[src/rtl/fact_engine.sv]
// Iterative factorial engine behind a 4-register memory-mapped port.
// Read data is registered and qualified by rd_en, which gates the downstream tri-state buffer.
module fact_engine #(
  parameter int DW    = 32,
  parameter int NW    = 4,
  parameter int N_MAX = 12
) (
  input  logic          clk,
  input  logic          rst,
  input  logic [1:0]    addr,
  input  logic          we,
  input  logic          re,
  input  logic [DW-1:0] wd,
  output logic [DW-1:0] rd_data,
  output logic          rd_en,
  output logic          done,
  output logic          err
);

  typedef enum logic [1:0] {IDLE, CALC, DONE, ERR} state_t;

  state_t        state, state_nx;
  logic [NW-1:0] n_reg, cnt;
  logic [DW-1:0] prod, rd_mux;
  logic          busy, go, too_big;

  assign busy    = (state == CALC);
  assign go      = we && (addr == 2'd1) && wd[0] && !busy;
  assign too_big = (n_reg > NW'(N_MAX));

  always_comb begin
    state_nx = state;
    case (state)
      IDLE, DONE, ERR: if (go) state_nx = too_big ? ERR : CALC;
      CALC:            if (cnt <= NW'(1)) state_nx = DONE;
      default:         state_nx = IDLE;
    endcase
  end

  // Read mux sees pre-write register values, so a same-cycle write is not visible yet.
  always_comb begin
    rd_mux = '0;
    case (addr)
      2'd0: rd_mux = DW'(n_reg);
      2'd2: rd_mux = DW'({busy, err, done});
      2'd3: rd_mux = prod;
      default: rd_mux = '0;
    endcase
  end

  always_ff @(posedge clk) begin
    if (rst) state <= IDLE;
    else     state <= state_nx;
  end

  always_ff @(posedge clk) begin
    if (rst) begin
      n_reg   <= '0;
      cnt     <= '0;
      prod    <= '0;
      done    <= 1'b0;
      err     <= 1'b0;
      rd_data <= '0;
      rd_en   <= 1'b0;
    end else begin
      if (we && addr == 2'd0) n_reg <= wd[NW-1:0];
      // N is latched into cnt only on an accepted GO, so later N writes never disturb a run.
      if (go) begin
        done <= 1'b0;
        if (too_big) begin
          err  <= 1'b1;
          prod <= '0;
        end else begin
          err  <= 1'b0;
          cnt  <= n_reg;
          prod <= DW'(1);
        end
      end else if (busy) begin
        if (cnt > NW'(1)) begin
          prod <= prod * DW'(cnt);
          cnt  <= cnt - NW'(1);
        end else begin
          done <= 1'b1;
        end
      end
      rd_en <= re;
      if (re) rd_data <= rd_mux;
    end
  end

endmodule
[config.mk]
export PLATFORM = sky130hd
export DESIGN_NAME = fact_engine
export DESIGN_NICKNAME = d
export VERILOG_FILES = /design/src/rtl/fact_engine.sv
export SDC_FILE = /design/constraint.sdc
export NUM_CORES = 1
export LEC_CHECK = 0
export CORE_ASPECT_RATIO = 0.7
export CORE_UTILIZATION = 30
export DETAILED_ROUTE_END_ITERATION = 8
export HOLD_SLACK_MARGIN = 0.08
export MAX_ROUTING_LAYER = met4
export PLACE_DENSITY_LB_ADDON = 0.25
export SYNTH_ARGS = -nofsm -noshare
export SYNTH_HDL_FRONTEND = slang
export SYNTH_SLANG_ARGS = --single-unit
[constraint.sdc]
create_clock -name clk -period 3.4 [get_ports clk]
set_input_delay 0.68 -clock clk [delete_from_list [all_inputs] [get_ports clk]]
set_output_delay 0.68 -clock clk [all_outputs]
set_load 0.01 [all_outputs]
==> reports/qor.csv <==
metric;value;unit
fp.dieH;127.5;um
grt_max_degree;59;
synth_ff_type;dfxtp_1;
period_needed;3.701;ns
start_kind;flop;
final_common_cell;buf_4;
end_kind;flop;
p_leak;4.176;nW
cts_buffer_depth;2;
arrival;3.99;ns
htree_levels;3;
gp_congestion;0.8630;
grtUsageTotal;18.08;%
final_cell_mix;buf_4, inv_1, nor2_1;
worst-r2r-cell-count;15;
worstMarginPinSlew;1.257;ns
antenna_left;0;
remaining_drc_errors;0;
ys_types;54;
fmaxAchievable;0.2702;GHz
dp_hpwl;14310;um
routed_wl;20060;um
hold_class;flop to flop;
dieArea;0.02312;sq mm
slew_headroom;15.86;%
final_layout_size_suffix_gt1_share;31.48;%
reg_top3;prod x32, rd_data x32;
vias_per_cell;4.759;
cts_tree;done;
crit_fanout;4;
start_util;30.90;%
failed_checks;setup timing;
tritoncts_num_sinks;77;
area_growth_syn_to_layout;43.90;%
hold_viol_final;0;
io_pins;73;
required;3.69;ns
finalClockSkew;0.009771;ns
num_rows;45;
crit_type;flop to flop;
ir_drop;210.4;uV
synth_seq_cells;77;
antenna_found_initial;0;
hold_buffers;0;
netlist_instances;849;
drv_cap;0;
drt_iter0_drc;359;
numCtsBuffers;9;
maxSlewViolCount;0;
globalRouteOverflowTotal;0;
syn-cell-area;0.006751;sq mm
grt_pass1_wl;32210;um
insertedDiodeCount;0;
holdWs;0.4879;ns
num_vias;6134;
worst_slack;-0.3014;ns
syn-num-nets;978;
cts_root_buf;clkbuf_16;
seq_area_frac_synth;22.83;%
postSynthAreaPerCell;7.952;sq um
layout.nets;1131;
coreArea;0.02185;sq mm
port_buffers;44;
cts.clk_slew.worst_paths;0.07;ns
grt_pass1_vias;6144;
outcome;complete, but fails checks;
tns;-2.548;ns
setup_viol;18;
synth-async-reset-ratio;0;%
instances_no_fill;1289;
synth_edf_count;0;
synth_warnings;0;
rsz0062_at_grt;true;
clock_latency;0.36;ns
place_ws;-0.4442;ns
routedWlPerCell;15.57;um
power_density;213.4;mW/mm^2
first_pass_iters;4;
dp_cells;1251;
min_path_cells;2;
fp.dieW;181.3;um
timing.final.crit_share;108.9;%
power breakdown:
group | internal, mW | total [mW] | switching (mW) | leakage (nW)
Clock | 0.576 | 1.01 | 0.436 | 0.140
Combinational | 0.0554 | 0.143 | 0.0875 | 3.41
Sequential | 0.910 | 0.918 | 0.00815 | 0.624
Total | 1.54 | 2.07 | 0.532 | 4.18
worst max-delay path, stage by stage, from the launching register on:
cell	delay (ns)
dfxtp_4	0.37
buf_6	0.14
and2_4	0.16
fa_1	0.56
inv_2	0.05
fa_1	0.52
inv_1	0.06
ha_4	0.29
nand4_4	0.11
or4_4	0.48
a21o_1	0.20
a31oi_4	0.24
buf_6	0.13
a21oi_2	0.05
xor2_1	0.16
o21ai_1	0.12
worst paths after layout:
check | from | to | slack (ns)
max | cnt[1] | prod[30] | -0.30
min | rd_data[0] | rd_data[0] | 0.49
max reg2reg | cnt[1] | prod[30] | -0.30
min reg2reg | rd_data[0] | rd_data[0] | 0.49
cells by family (layout without fill, tap and decap cells):
| logic type | count (synthesis) | in the layout | synth area share, % |
|---|---|---|---|
| AOI/OAI and AO/OA | 174 | 174 | 16.57 |
| xor gates and xnor gates | 30 | 30 | 3.892 |
| adders and majority gates | 91 | 91 | 23.20 |
| buffers and inverters | 163 | 321 | 9.192 |
| DFF | 77 | 77 | 22.83 |
| muxes | 7 | 7 | 1.075 |
| and+or+nand+nor | 307 | 307 | 23.24 |
Yosys cell counts (all sizes together) (12+ instances only):
library cell | n | share of area, %
nor2 | 77 | 4.3
xnor2 | 19 | 2.5
o21ai | 25 | 1.9
fa | 57 | 17
a22oi | 14 | 1.6
ha | 34 | 6.3
nor3 | 12 | 0.96
a21oi | 72 | 5.4
dfxtp | 77 | 23
and2 | 91 | 8.4
nor2b | 35 | 3.2
inv | 115 | 6.4
nand2 | 62 | 3.4
clkbuf | 41 | 2.3
a22o | 14 | 1.8
metal layers:
metal | track usage (%) | vias to the layer above | wire length (um)
met5 | - | - | 0
met4 | 3.739 | 0 | 250
met3 | 3.449 | 20 | 840
met2 | 25.70 | 93 | 8366
met1 | 26.27 | 2975 | 10610
li1 | - | 3046 | -
per-stage QoR:
step,power [mW],cell area (sq um),util [%]
after floorplan,1.007,6954,-
after global placement,1.072,8491,38.87
after detailed placement,1.073,8491,38.87
after CTS,2.106,9330,42.71
after global routing,2.155,9716,44.47
final,2.073,9716,44.47
layout make-up:
type,instances,area (sq um)
clock buffer,10,229.0
clock inverter,6,71.32
fill,2114,12130
inverter,115,431.7
multi-input combinational,609,5428
sequential,77,1550
tap,282,352.8
timing repair buffer,190,1653
timing repair:
| action | 4_1_cts | 5_1_grt |
|---|---|---|
| cloned | 0 | 0 |
| endpoints found under the setup margin | 23 | 24 |
| pin swaps | 45 | 61 |
| gates resized for setup | 105 | 78 |
| setup buffers | 16 | 12 |
(Power assumes the default switching activity.)
